--- src/rtl/fifo_tx_pkg.sv ---
// -----------------------------------------------------------------------------
// fifo_tx_pkg
//
// Shared definitions for the FIFO drain serializer:
//   - tx_state_e : serializer FSM states
//   - DATA_BITS  : width of one FIFO word / serial payload
//   - COUNT_W    : width of the completed-frame counter
// -----------------------------------------------------------------------------
package fifo_tx_pkg;

    localparam int DATA_BITS = 16;
    localparam int COUNT_W   = 8;

    typedef enum logic [2:0] {
        IDLE   = 3'd0,
        POP    = 3'd1,
        LOAD   = 3'd2,
        START  = 3'd3,
        DATA   = 3'd4,
        PARITY = 3'd5,
        STOP   = 3'd6
    } tx_state_e;

endpackage

--- src/rtl/fifo_tx_serializer_bit_timer.sv ---
// -----------------------------------------------------------------------------
// ser_bit_timer
//
// Bit timing for the serializer.
//   clk       in   clock, rising edge
//   resetn    in   asynchronous active-low reset
//   restart   in   hold both counters at zero (frame not in progress)
//   data_adv  in   advance the data-bit counter on each bit_end
//   bit_end   out  last clock of the current bit time
//   last_bit  out  data-bit counter is on bit 15
// -----------------------------------------------------------------------------
module ser_bit_timer #(
    parameter int CLKS_PER_BIT = 4
) (
    input  logic clk,
    input  logic resetn,
    input  logic restart,
    input  logic data_adv,
    output logic bit_end,
    output logic last_bit
);

    localparam int                CNT_W    = $clog2(CLKS_PER_BIT + 1);
    localparam logic [CNT_W-1:0]  CNT_LAST = CNT_W'(CLKS_PER_BIT - 1);

    logic [CNT_W-1:0] cnt_q;
    logic [CNT_W-1:0] cnt_d;
    logic [3:0]       bit_q;
    logic [3:0]       bit_d;

    assign bit_end  = (cnt_q == CNT_LAST);
    assign last_bit = (bit_q == 4'd15);

    // The clock counter reloads at every bit boundary, so each bit of the
    // frame lasts exactly CLKS_PER_BIT cycles with no gaps between bits.
    always_comb begin
        cnt_d = cnt_q + CNT_W'(1);
        if (restart || bit_end) begin
            cnt_d = '0;
        end
    end

    // Data-bit index; wraps 15 -> 0 on the last data bit, which is also
    // the point where the FSM leaves DATA.
    always_comb begin
        bit_d = bit_q;
        if (restart) begin
            bit_d = 4'd0;
        end else if (data_adv && bit_end) begin
            bit_d = bit_q + 4'd1;
        end
    end

    always_ff @(posedge clk or negedge resetn) begin
        if (!resetn) begin
            cnt_q <= '0;
            bit_q <= 4'd0;
        end else begin
            cnt_q <= cnt_d;
            bit_q <= bit_d;
        end
    end

endmodule

--- src/rtl/fifo_tx_serializer.sv ---
// -----------------------------------------------------------------------------
// fifo_tx_serializer
//
// Drains the 8x16 FIFO onto a UART-style serial line. Each popped word is
// sent MSB first as: start (0), 16 data bits, optional parity, stop (1).
//
// Ports:
//   clk          in   clock, rising edge
//   resetn       in   asynchronous active-low reset
//   enable       in   allow a new frame to start (looked at in IDLE only)
//   f_empty      in   FIFO empty flag (looked at in IDLE only)
//   rd_en        out  FIFO read strobe, one cycle per frame
//   rd_data[15:0] in  FIFO read data, valid the cycle after rd_en
//   tx           out  serial line, idle high
//   busy         out  high whenever a frame is in progress
//   frame_count[7:0] out  completed frames, wraps
//   dbg_state[2:0]   out  current FSM state (tx_state_e encoding)
//
// Handshake: the FIFO is read by a single-cycle rd_en pulse; the word is
// taken one cycle later. This block is the only reader, so a non-empty flag
// seen in IDLE guarantees the word is still there when rd_en fires.
// -----------------------------------------------------------------------------
module fifo_tx_serializer
    import fifo_tx_pkg::*;
#(
    parameter int CLKS_PER_BIT = 4,
    parameter bit PARITY_EN    = 1'b1,
    parameter bit PARITY_ODD   = 1'b0
) (
    input  logic                 clk,
    input  logic                 resetn,
    input  logic                 enable,
    input  logic                 f_empty,
    output logic                 rd_en,
    input  logic [DATA_BITS-1:0] rd_data,
    output logic                 tx,
    output logic                 busy,
    output logic [COUNT_W-1:0]   frame_count,
    output logic [2:0]           dbg_state
);

    tx_state_e            state_q;
    tx_state_e            state_d;
    logic [DATA_BITS-1:0] shreg_q;
    logic [DATA_BITS-1:0] shreg_d;
    logic                 parity_q;
    logic                 parity_d;
    logic                 tx_q;
    logic                 tx_d;
    logic                 busy_q;
    logic                 busy_d;
    logic [COUNT_W-1:0]   fcnt_q;
    logic [COUNT_W-1:0]   fcnt_d;

    logic                 restart;
    logic                 data_adv;
    logic                 bit_end;
    logic                 last_bit;

    // Timers run only while a frame is on the line; POP and LOAD hold them
    // at zero so the first START cycle begins a full bit time.
    assign restart  = (state_q == IDLE) || (state_q == POP) || (state_q == LOAD);
    assign data_adv = (state_q == DATA);

    ser_bit_timer #(
        .CLKS_PER_BIT (CLKS_PER_BIT)
    ) u_bit_timer (
        .clk      (clk),
        .resetn   (resetn),
        .restart  (restart),
        .data_adv (data_adv),
        .bit_end  (bit_end),
        .last_bit (last_bit)
    );

    // Next-state, shift register, parity and frame counter.
    always_comb begin
        state_d  = state_q;
        shreg_d  = shreg_q;
        parity_d = parity_q;
        fcnt_d   = fcnt_q;

        case (state_q)
            IDLE: begin
                if (enable && !f_empty) begin
                    state_d = POP;
                end
            end
            POP: begin
                state_d = LOAD;
            end
            LOAD: begin
                shreg_d  = rd_data;
                parity_d = (^rd_data) ^ PARITY_ODD;
                state_d  = START;
            end
            START: begin
                if (bit_end) begin
                    state_d = DATA;
                end
            end
            DATA: begin
                if (bit_end) begin
                    shreg_d = {shreg_q[DATA_BITS-2:0], 1'b0};
                    if (last_bit) begin
                        state_d = PARITY_EN ? PARITY : STOP;
                    end
                end
            end
            PARITY: begin
                if (bit_end) begin
                    state_d = STOP;
                end
            end
            STOP: begin
                if (bit_end) begin
                    state_d = IDLE;
                    fcnt_d  = fcnt_q + COUNT_W'(1);
                end
            end
            default: begin
                state_d = IDLE;
            end
        endcase
    end

    // tx and busy are registered from the next state so they switch on the
    // same edge as the state itself. In DATA the line carries the MSB of the
    // already-shifted register, so the new bit appears with the bit boundary.
    always_comb begin
        tx_d   = 1'b1;
        busy_d = (state_d != IDLE);
        case (state_d)
            START:   tx_d = 1'b0;
            DATA:    tx_d = shreg_d[DATA_BITS-1];
            PARITY:  tx_d = parity_d;
            default: tx_d = 1'b1;
        endcase
    end

    always_ff @(posedge clk or negedge resetn) begin
        if (!resetn) begin
            state_q  <= IDLE;
            shreg_q  <= '0;
            parity_q <= 1'b0;
            tx_q     <= 1'b1;
            busy_q   <= 1'b0;
            fcnt_q   <= '0;
        end else begin
            state_q  <= state_d;
            shreg_q  <= shreg_d;
            parity_q <= parity_d;
            tx_q     <= tx_d;
            busy_q   <= busy_d;
            fcnt_q   <= fcnt_d;
        end
    end

    // Decoded straight from the state register: a clean one-cycle pulse.
    assign rd_en       = (state_q == POP);
    assign tx          = tx_q;
    assign busy        = busy_q;
    assign frame_count = fcnt_q;
    assign dbg_state   = state_q;

endmodule

--- config.mk ---
export PLATFORM = sky130hd
export DESIGN_NAME = fifo_tx_serializer
export DESIGN_NICKNAME = d
export VERILOG_FILES = /design/src/rtl/fifo_tx_pkg.sv /design/src/rtl/fifo_tx_serializer_bit_timer.sv /design/src/rtl/fifo_tx_serializer.sv
export SDC_FILE = /design/constraint.sdc
export NUM_CORES = 1
export LEC_CHECK = 0
export BUFFER_PORTS_ARGS = -buffer_cell sky130_fd_sc_hd__buf_2
export CORE_MARGIN = 4
export CORE_UTILIZATION = 30
export CTS_CLUSTER_SIZE = 30
export DETAILED_ROUTE_END_ITERATION = 7
export PLACE_DENSITY = 0.45
export SYNTH_ARGS = -nofsm -noshare
export SYNTH_HDL_FRONTEND = slang
export SYNTH_HIERARCHICAL = 1
export SYNTH_SLANG_ARGS = --single-unit
--- constraint.sdc ---
create_clock -name clk -period 2.4 [get_ports clk]
set_input_delay 0.24 -clock clk [delete_from_list [all_inputs] [get_ports clk]]
set_output_delay 0.24 -clock clk [all_outputs]
set_load 0.02 [all_outputs]
Word level (Yosys, flattened, before mapping)
Cells that the tools add are included.

storage, ports and cells
  output and inout bits = 14
  word-level logic and storage cells = 51
  input bits = 20
  register bits after elaboration = 37

cells by class
  reductions and logical operators = 13
  muxes and demuxes = 14
  add/subtract/negate cells = 3
  equality and inequality tests = 12

operator list
  kind                                                             number
  16-bit case mux with 2 select lines                              1
  3-bit 2-to-1 mux                                                 7
  3-bit case mux with 7 select lines                               1
  16-bit 2-to-1 mux                                                1
  16-bit XOR reduction                                             1
  3-bit == test, second input constant                             5
  3-bit by 2-bit == test with 1-bit output, second input constant  4
  8-bit by 1-bit adder with 8-bit output, second input constant    1
  4-bit 2-to-1 mux                                                 2
  4-bit by 1-bit adder with 4-bit output, second input constant    1
  4-bit == test, second input constant                             1
  2-bit AND reduction                                              2
  2-bit nonzero test                                               2
  3-bit by 1-bit adder with 3-bit output, second input constant    1
  3-bit by 1-bit == test with 1-bit output, second input constant  1
  3-bit logical NOT                                                1
  1-bit logical OR                                                 3
  1-bit case mux with 3 select lines                               1
  3-bit nonzero test                                               1
  1-bit logical AND                                                2
  2-bit != test, second input constant                             1
  1-bit logical NOT                                                1
  1-bit 2-to-1 mux                                                 1

Longest topological paths before layout
Gate-level depths: netlist of run 1.

  depth after elaboration = 6
  depth in mapped cells = 8
  depth with buffers taken out = 7

Modules after synthesis
The synthesis of run 1 kept the hierarchy.

by module, submodules not included
  module              area an instance (sq um)  sequential area each (sq um)  cells each  times used
  fifo_tx_serializer  1508.9                    752.0                         149         1
  ser_bit_timer       311.5                     175.2                         28          1

Worst setup path after synthesis of run 1
No wires, ideal clock.

  path type = register -> register
  start point = register u_bit_timer.cnt_q[0]
  end point = register tx_q (netlist: tx)
  path buffers = 0
  cell stages (with the launch flop) = 8
  data required time = 2.317 ns
  library setup time = 0.083 ns
  data arrival time = 1.789 ns
  path slack = 0.527 ns
  clock period less this slack = 1.873 ns
  path through = dfrtp_1 ha_1 ha_1 nand2_2 nor3_4 nor2_2 a21o_1 o32a_1

between the ends
  elaborated cells between the ends (all ways) = 12
  classes of those cells = eq/ne (4); mux (8)

RTL lines
  item                                      line                                source
  start: declaration                        fifo_tx_serializer_bit_timer.sv:26  logic [CNT_W-1:0] cnt_q;
  start signal: assignment                  fifo_tx_serializer_bit_timer.sv:59  cnt_q <= cnt_d;
  3-bit by 2-bit == test with 1-bit output  fifo_tx_serializer_bit_timer.sv:31  assign bit_end = (cnt_q == CNT_LAST);
  named net bit_end                         fifo_tx_serializer.sv:57            logic bit_end;
  16-bit 2-to-1 mux                         fifo_tx_serializer.sv:103           if (bit_end) begin
  16-bit case mux with 2 select lines       fifo_tx_serializer.sv:83            case (state_q)
  named net shreg_d[15]                     fifo_tx_serializer.sv:45            logic [DATA_BITS-1:0] shreg_d;
  1-bit case mux with 3 select lines        fifo_tx_serializer.sv:133           case (state_d)
  named net tx_d                            fifo_tx_serializer.sv:49            logic tx_d;
  end signal: assignment                    fifo_tx_serializer.sv:153           tx_q <= tx_d;
  end: declaration                          fifo_tx_serializer.sv:48            logic tx_q;

The timed path passes the listed nets, and every way through them passes these cells. The select of a mux whose other input is x is not followed.
A chain may end at the register's enable or synchronous reset.

Worst setup path in the final report of run 1
Ends and elaborated chain as after synthesis.

==> run summary, run 1 <==
metal3 WL: 221 um
die area: 7380 um^2
WL/cell: 12.8 um
Tmin final: 2.07 ns
Post-CTS Setup Repair Bufs: 0
Rel. slew slack: 44.7%
Synth Area per Inst: 10.3 um^2
first-pass GRT wire length: 6.42 mm
total power: 2.19 mW
via density per instance: 4.70
Pre-antenna DRT Iters: 4
Ys Warns: 6
largest net degree at the start of global routing: 38
hpwl dp: 2.60 mm
CP max stage cell: nor2_2
Tot GR Track Use: 10.9%
Final TNS setup: 0 ns
Final Max Tran Viols: 0
Synth cell types: 37
Crit Path Class: register to register
GR Overflow Total: 0
r2r setup slk: 0.33 ns
fin nets: 238
highest metal used: met4
worst-margin pin slew: 0.829 ns
RSZ-0062 raised after global routing: false
met2 routed WL: 1.63 mm
met1 WL: 1.80 mm
Root Driver: clkbuf_8
clk sinks: 37
drt total wl: 3.69 mm
core area: 5920 um^2
clock skew: 0.0102 ns
pre-CTS setup slack: 0.306 ns
Worst Path Arrival: 2.29 ns
CP endpoint kind: register
worst reg2reg path depth: 7
most frequent cells in the layout: dfrtp_1, nand2_1, buf_2
VDD IR max: 0.478 mV
WP buf/inv: 0
worst setup margin: 0.329 ns
H-tree levels: 2
row count: 28
Fin. Hold Viols: 0
CTS Buffer Depth: 2
fillers: 626
Pleak: 1.05 nW
Antenna diodes: 0
Starting Density: 30.7%
post-route ant nets: 0
drt drc: 0
Fmax: 483 MHz
CP required: 2.62 ns
initial DRC count: 60
PwrDens: 1020 nW/um^2
critical path's most frequent cell: ha_1
R2R Path Start: u_bit_timer/cnt_q[0]
crit start category: register
die height: 85.9 um
Mapped Area: 1820 um^2
vias in the first global route: 1355
CP top delay family: simple AND/OR/NAND/NOR gates
cell count after synthesis: 177
Layout Area Growth over Synthesis: 17.9%
Hold-fix buffers, CTS: 0
Max-Cap Viols: 0
crit path max fanout: 15
via count: 1353
Seq/Total Area, Yosys: 50.9%
commonest non-fill, non-tap cell in the layout: dfrtp_1
FF+latch count, synth: 37
initial antenna violation count: 0
TritonCTS Buffers: 5
CTS tree: yes
worst hold path type: input pin to async pin
DIE WIDTH: 85.9 um
fraction of layout cells with a size suffix above 1: 23.5%
cts repair resizes: 0
Final period util: 86.3%
routability cong.: 0.728
Port Buf Inserts: 33
Net Count, Synth: 201
Clock transition at path regs: 0.07 ns
crit path cell chain: ha_1 -> ha_1 -> nand2_2 -> nor3_4 -> nor2_2 -> a21o_1 -> o32a_1
Clk Latency, worst-skew pair: 0.28 ns
Ports: 34
Setup violations, final: 0
FF-to-FF End: tx
CP peak stage delay: 0.47 ns
status: finished clean
==> stage by stage <==
step / hold WS, ns / instances / utilization (%) / cell area [um^2]
after CTS: 0.0931 / 288 / 36.3 / 2150
after global placement: 0.405 / 282 / 35.0 / 2070
after global routing: 0.127 / 288 / 36.3 / 2150
final: 0.0549 / 288 / 36.3 / 2150
after floorplan: -0.0556 / 177 / - / 1820
after detailed placement: 0.406 / 282 / 35.0 / 2070
==> power breakdown <==
| part | internal [mW] | switching [mW] |
|---|---|---|
| Combinational | 0.346 | 0.464 |
| Clock | 0.191 | 0.206 |
| Sequential | 0.835 | 0.149 |
==> cells in the mapped netlist (all sizes together) <==
library cell | count | area [um^2]
a21boi | 1 | 7.51
a21o | 2 | 15.0
a21oi | 6 | 30.0
a22o | 2 | 17.5
a22oi | 14 | 105
a2bb2oi | 1 | 8.76
and2b | 2 | 16.3
and3 | 2 | 12.5
and4 | 1 | 8.76
buf | 5 | 28.8
clkbuf | 2 | 7.51
dfrtp | 36 | 901
dfstp | 1 | 26.3
ha | 4 | 50.1
inv | 2 | 7.51
mux2 | 1 | 11.3
mux2i | 2 | 20.0
nand2 | 35 | 136
nand2b | 2 | 12.5
nand3 | 5 | 25.0
nand4 | 2 | 12.5
nor2 | 8 | 32.5
nor2b | 2 | 12.5
nor3 | 3 | 26.3
nor3b | 3 | 22.5
o21ai | 5 | 25.0
o31a | 1 | 8.76
o32a | 1 | 10.0
or3 | 2 | 12.5
xnor2 | 18 | 158
xor2 | 6 | 52.6
==> sequential cells by signal, indices dropped and copies added, names as in the netlist <==
signal,cells
tx,1
frame_count,8
shreg_q,16
u_bit_timer/bit_q,4
parity_q,1
dbg_state,3
busy,1
u_bit_timer/cnt_q,3
==> per-layer routing <==
layer  GRT usage [%]  vias to the layer above
met1            14.6                      642
met4            3.88                        0
met5               0                        -
li1                -                      679
met3            3.36                        5
met2            16.5                       27
==> cell type report <==
| class | count | area [um^2] | area share, % |
|---|---|---|---|
| timing repair buffer | 37 | 195 | 9.09 |
| clock inverter | 1 | 5.00 | 0.233 |
| tap | 75 | 93.8 | 4.37 |
| clock buffer | 5 | 68.8 | 3.21 |
| multi-input combinational | 131 | 850 | 39.6 |
| inverter | 2 | 7.51 | 0.350 |
| sequential | 37 | 927 | 43.2 |
==> cells by family after synthesis <==
group,after synthesis,synth area share (%)
XOR/XNOR,24,11.5
multiplexers,3,1.72
flip-flops,37,50.9
adder cells (fa/ha/maj),4,2.75
AO/OA/AOI/OAI,33,12.5
AND/OR/NAND/NOR,67,18.1
buffers and inverters,9,2.41
==> worst max path at each step <==
stage / start / cells after the start / slack, ns / to
after floorplan: u_bit_timer/cnt_q[0] / 7 / 0.53 / tx
after global placement: u_bit_timer/cnt_q[0] / 7 / 0.36 / tx
after detailed placement: u_bit_timer/cnt_q[0] / 7 / 0.31 / tx
after CTS: u_bit_timer/cnt_q[0] / 7 / 0.26 / tx
after global routing: u_bit_timer/cnt_q[0] / 7 / 0.15 / tx
final: u_bit_timer/cnt_q[0] / 7 / 0.33 / tx
Power figures use the tool's default switching activity.
==> run 2: changes to the inputs <==
Clock period 2.4 ns to 2.35 ns, I/O delays scaled along.
==> run summary, run 2 (synthesis results as in run 1) <==
cts repair resizes: 0 (unchanged)
largest net degree at the start of global routing: 38 (unchanged)
drt drc: 0 (unchanged)
CTS Buffer Depth: 2 (unchanged)
Largest register FFs: 16 (unchanged)
Starting Density: 30.7% (unchanged)
post-route ant nets: 0 (unchanged)
initial DRC count: 37 (-38%)
Worst Path Arrival: 2.18 ns (-0.11 ns)
worst hold path type: input pin to async pin
most frequent cells in the layout: dfrtp_1, nand2_1, buf_2
core area: 5920 um^2 (unchanged)
Crit Path Class: register to register
placed cell area: 2070 um^2 (unchanged)
DIE WIDTH: 85.9 um (unchanged)
CP peak stage delay: 0.49 ns (+0.02 ns)
Post-CTS Setup Repair Bufs: 0 (unchanged)
die area: 7380 um^2 (unchanged)
Antenna diodes: 0 (unchanged)
WL/cell: 13.0 um (+1.8%)
R2R Path Start: u_bit_timer/cnt_q[0]
row count: 28 (unchanged)
Reg with most FFs: shreg_q
Fmax: 513 MHz (+6.3%)
worst-margin pin slew: 0.847 ns (+0.0180 ns)
CP max stage cell: nor2_2
Max-Cap Viols: 0 (unchanged)
fraction of layout cells with a size suffix above 1: 23.7% (+0.25 points)
vias in the first global route: 1363 (+0.59%)
Rel. slew slack: 43.5% (-1.2 points)
CP required: 2.58 ns (-0.04 ns)
GR Overflow Total: 0 (unchanged)
Final period util: 82.9% (-3.4 points)
Setup violations, final: 0 (unchanged)
routability cong.: 0.741 (+1.9%)
Final TNS setup: 0 ns (unchanged)
initial antenna violation count: 0 (unchanged)
hpwl dp: 2.65 mm (+1.6%)
Clock transition at path regs: 0.07 ns (about the same)
Fin. Hold Viols: 0 (unchanged)
clock skew: 0.00628 ns (-0.00389 ns)
crit path cell chain: ha_1 -> ha_1 -> nand2_2 -> nor3_4 -> nor2_2 -> a21o_1 -> o32a_1
Pre-antenna DRT Iters: 4 (unchanged)
Worst Setup SP: u_bit_timer/cnt_q[0]
CP endpoint kind: register
Final Max Tran Viols: 0 (unchanged)
Tot GR Track Use: 11.3% (+0.39 points)
crit start category: register
die height: 85.9 um (unchanged)
critical path's most frequent cell: ha_1
CTS tree: yes
Root Driver: clkbuf_8
TritonCTS Buffers: 5 (unchanged)
via count: 1349 (-0.30%)
first-pass GRT wire length: 6.57 mm (+2.4%)
Hold-fix buffers, CTS: 0 (unchanged)
Port Buf Inserts: 33 (unchanged)
Pleak: 1.05 nW (+0.51%)
H-tree levels: 2 (unchanged)
commonest non-fill, non-tap cell in the layout: dfrtp_1
fin nets: 238 (unchanged)
clk sinks: 37 (unchanged)
status: finished clean
Layout Area Growth over Synthesis: 18.4%
drt total wl: 3.78 mm (+2.5%)
Ports: 34 (unchanged)
PwrDens: 1050 nW/um^2 (+2.9%)
RSZ-0062 raised after global routing: false
via density per instance: 4.65 (-0.98%)
crit path max fanout: 15 (unchanged)
VDD IR max: 0.405 mV (-15%)
Tmin final: 1.95 ns (-0.123 ns)
post-route cell area: 2160 um^2 (+0.41%)
Clk Latency, worst-skew pair: 0.29 ns (about the same)
-- run 2: changes by cell type in the layout (fill, tap and decap cells not counted), sizes merged --
cell    delta
clkinv     +1
clkbuf     +1
-- run 2: path summary, 6_finish.rpt --
| path | to | slack, ns | depth (start not counted) |
|---|---|---|---|
| setup / recovery | tx | 0.40 | 7 |
| setup reg to reg | tx | 0.40 | 7 |
| max in group asynchronous | dbg_state[2] | 1.77 | 1 |
| min in group clk | shreg_q[0] | 0.19 | 3 |
| hold / removal | frame_count[7] | 0.05 | 1 |
| hold reg to reg | u_bit_timer/cnt_q[0] | 0.44 | 1 |
-- run 2: cell type report --
cell class / count / area [um^2]
fill: 607 / 3760
sequential: 37 / 927
multi-input combinational: 131 / 850
timing repair buffer: 37 / 195
tap: 75 / 93.8
clock buffer: 6 / 72.6
clock inverter: 2 / 10.0
inverter: 2 / 7.51
-- run 2: critical path, delay by kind of cell (launching register included) --
kind | cells | cell delay, ns
AOI/OAI and AO/OA | 2 | 0.40
adders and majority gates | 2 | 0.44
DFF | 1 | 0.38
and+or+nand+nor | 3 | 0.67
-- run 2: report_power, final --
part | switching, mW | total (mW) | internal, mW
Sequential | 0.154 | 1.01 | 0.853
Clock | 0.222 | 0.428 | 0.206
Combinational | 0.482 | 0.829 | 0.347
Total | 0.859 | 2.26 | 1.40
-- run 2: metrics by stage --
stage	utilization (%)	setup slack (ns)	std cells	power, mW	hold WS [ns]
after floorplan	-	0.477	177	1.63	-0.0606
after global placement	35.0	0.446	282	1.85	0.399
after detailed placement	35.0	0.377	282	1.86	0.400
after CTS	36.4	0.370	290	2.31	0.0721
after global routing	36.4	0.240	290	2.46	0.122
final	36.4	0.401	290	2.26	0.0471
-- run 2: routing by layer --
metal  up-vias  part of all wire [%]  wire length (um)  track usage (%)
met5         -                     0                 0                0
met4         0                   1.7                66             4.75
met3         7                   4.8               182             2.88
met2        29                    43              1640             16.3
met1       633                    50              1890             16.0
li1        680                     -                 -                -
==> run 3: changes to the inputs <==
Clock period 2.35 ns to 1.9 ns, I/O delays scaled along.
==> run summary, run 3 (synthesis results as in run 1) <==
via count: 1401 (+3.9%)
Tmin final: 1.73 ns (-0.218 ns)
CTS Buffer Depth: 2 (unchanged)
Worst Path Arrival: 1.94 ns (-0.24 ns)
Rel. slew slack: 67.6% (+24 points)
DIE WIDTH: 85.9 um (unchanged)
Max-Cap Viols: 0 (unchanged)
worst hold path startpoint: rd_data[0]
Starting Density: 30.7% (unchanged)
hpwl dp: 2.71 mm (+2.5%)
Pre-antenna DRT Iters: 4 (unchanged)
post-route ant nets: 0 (unchanged)
Clock transition at path regs: 0.08 ns (about the same)
r2r setup slk: 0.17 ns (-0.23 ns)
routability cong.: 0.758 (+2.3%)
status: finished clean
Clk Latency, worst-skew pair: 0.29 ns (about the same)
initial antenna violation count: 0 (unchanged)
Final Max Tran Viols: 0 (unchanged)
fin nets: 246 (+3.4%)
Antenna diodes: 0 (unchanged)
drt total wl: 3.78 mm (-0.18%)
die area: 7380 um^2 (unchanged)
CTS tree: yes
fin cells: 298 (+2.8%)
Tot GR Track Use: 11.6% (+0.34 points)
Largest register FFs: 16 (unchanged)
Post-Place Cells: 289 (+2.5%)
VDD IR max: 0.535 mV (+32%)
first-pass GRT wire length: 6.79 mm (+3.4%)
worst reg2reg path depth: 7 (unchanged)
clock skew: 0.00404 ns (-0.00224 ns)
Fin. Hold Viols: 0 (unchanged)
row count: 28 (unchanged)
Layout Area Growth over Synthesis: 23.5%
Clock Power Share: 20.6% (+1.7 points)
combinational share of power: 37.7% (+1.1 points)
WL/cell: 12.7 um (-2.9%)
Sw Share: 36.4% (-1.6 points)
via density per instance: 4.70 (+1.1%)
drt drc: 0 (unchanged)
most frequent cells in the layout: dfrtp_1, nand2_1, buf_2
crit start category: register
worst-margin pin slew: 0.486 ns (-0.362 ns)
Hold Slack: 0.141 ns (+0.0938 ns)
sequential share of power: 41.7% (-2.8 points)
H-tree levels: 2 (unchanged)
crit path max fanout: 8 (-7)
CP required: 2.11 ns (-0.47 ns)
worst hold path type: input pin to register
GR Overflow Total: 0 (unchanged)
net switching power: 1.08 mW (+25%)
fin util: 38.0% (+1.6 points)
Root Driver: clkbuf_8
cell internal pwr: 1.89 mW (+34%)
clk sinks: 37 (unchanged)
WHS Endpoint: shreg_q[0]
die height: 85.9 um (unchanged)
commonest non-fill, non-tap cell in the layout: dfrtp_1
Reg with most FFs: shreg_q
TritonCTS Buffers: 5 (unchanged)
largest net degree at the start of global routing: 38 (unchanged)
fraction of layout cells with a size suffix above 1: 27.8% (+4.1 points)
Pleak: 1.10 nW (+4.6%)
vias in the first global route: 1460 (+7.1%)
Final TNS setup: 0 ns (unchanged)
R2R Path Start: u_bit_timer/cnt_q[0]
Crit Path Class: register to register
Fmax: 578 MHz (+13%)
pre-CTS setup slack: 0.0503 ns (-0.327 ns)
initial DRC count: 61 (+65%)
Port Buf Inserts: 33 (unchanged)
CP endpoint kind: register
FF-to-FF End: tx
RSZ-0062 raised after global routing: false
core area: 5920 um^2 (unchanged)
WHS Path Cells: 3
worst setup margin: 0.170 ns (-0.232 ns)
PwrDens: 1320 nW/um^2 (+25%)
Final period util: 91.1% (+8.1 points)
Ports: 34 (unchanged)
Setup violations, final: 0 (unchanged)
[run 3: changes by cell type in the layout (fill, tap and decap cells not counted), sizes merged]
cell         previous run  this run
dlygate4sd3             0         1
buf                    37        44
clkinv                  2         1
clkbuf                  6         7
[run 3: power groups by stage]
stage | combinational, mW | clock [mW] | sequential (mW)
3_5_place_dp | 1.13 | 0 | 1.25
2_1_floorplan | 0.756 | 0 | 1.26
4_1_cts | 1.13 | 0.638 | 1.24
6_report | 1.12 | 0.609 | 1.24
3_3_place_gp | 1.12 | 0 | 1.25
5_1_grt | 1.30 | 0.667 | 1.28
[run 3: metrics by stage]
stage,area (um^2),total power [mW]
after floorplan,1820,2.01
after global placement,2130,2.37
after detailed placement,2130,2.38
after CTS,2240,3.01
after global routing,2250,3.24
final,2250,2.96
[run 3: cell type report]
cell class              count  area, um^2
clock inverters             1        5.00
repair buffers             45         258
flip-flops and latches     37         927
inverters                   2        7.51
well taps                  75        93.8
multi-input cells         131         861
fillers                   605        3670
clock buffers               7        96.3
[run 3: worst max path at each step]
stage	startpoint	endpoint	slack, ns	depth (start not counted)
final	u_bit_timer/cnt_q[0]	tx	0.17	7
after global routing	u_bit_timer/cnt_q[0]	frame_count[5]	0.05	7
after CTS	u_bit_timer/cnt_q[0]	tx	0.03	7
after detailed placement	u_bit_timer/cnt_q[0]	tx	0.05	7
after global placement	u_bit_timer/cnt_q[0]	busy	0.10	7
after floorplan	u_bit_timer/cnt_q[0]	tx	0.03	7
[run 3: layer usage]
metal	GRT usage, %	routed length (um)	vias to the layer above
met2	17.7	1690	30
met3	2.98	182	5
met1	15.8	1860	664
met5	0	0	-
met4	4.46	48	0
li1	-	-	702
[run 3: timing repair]
item                                   in CTS  in global routing
buffers inserted                            0                  0
gates resized for setup                     0                  3
setup endpoints to repair                   0                  4
hold buffers                                1                  0
endpoints found under the hold margin      36                  0
[run 3: critical path: stages (launching register included)]
cell and delay (ns):
dfrtp_1 0.38, ha_1 0.20, ha_2 0.22, nand2_2 0.12, nor3_4 0.05, a22o_1 0.17, a21o_1 0.17, o32a_1 0.34
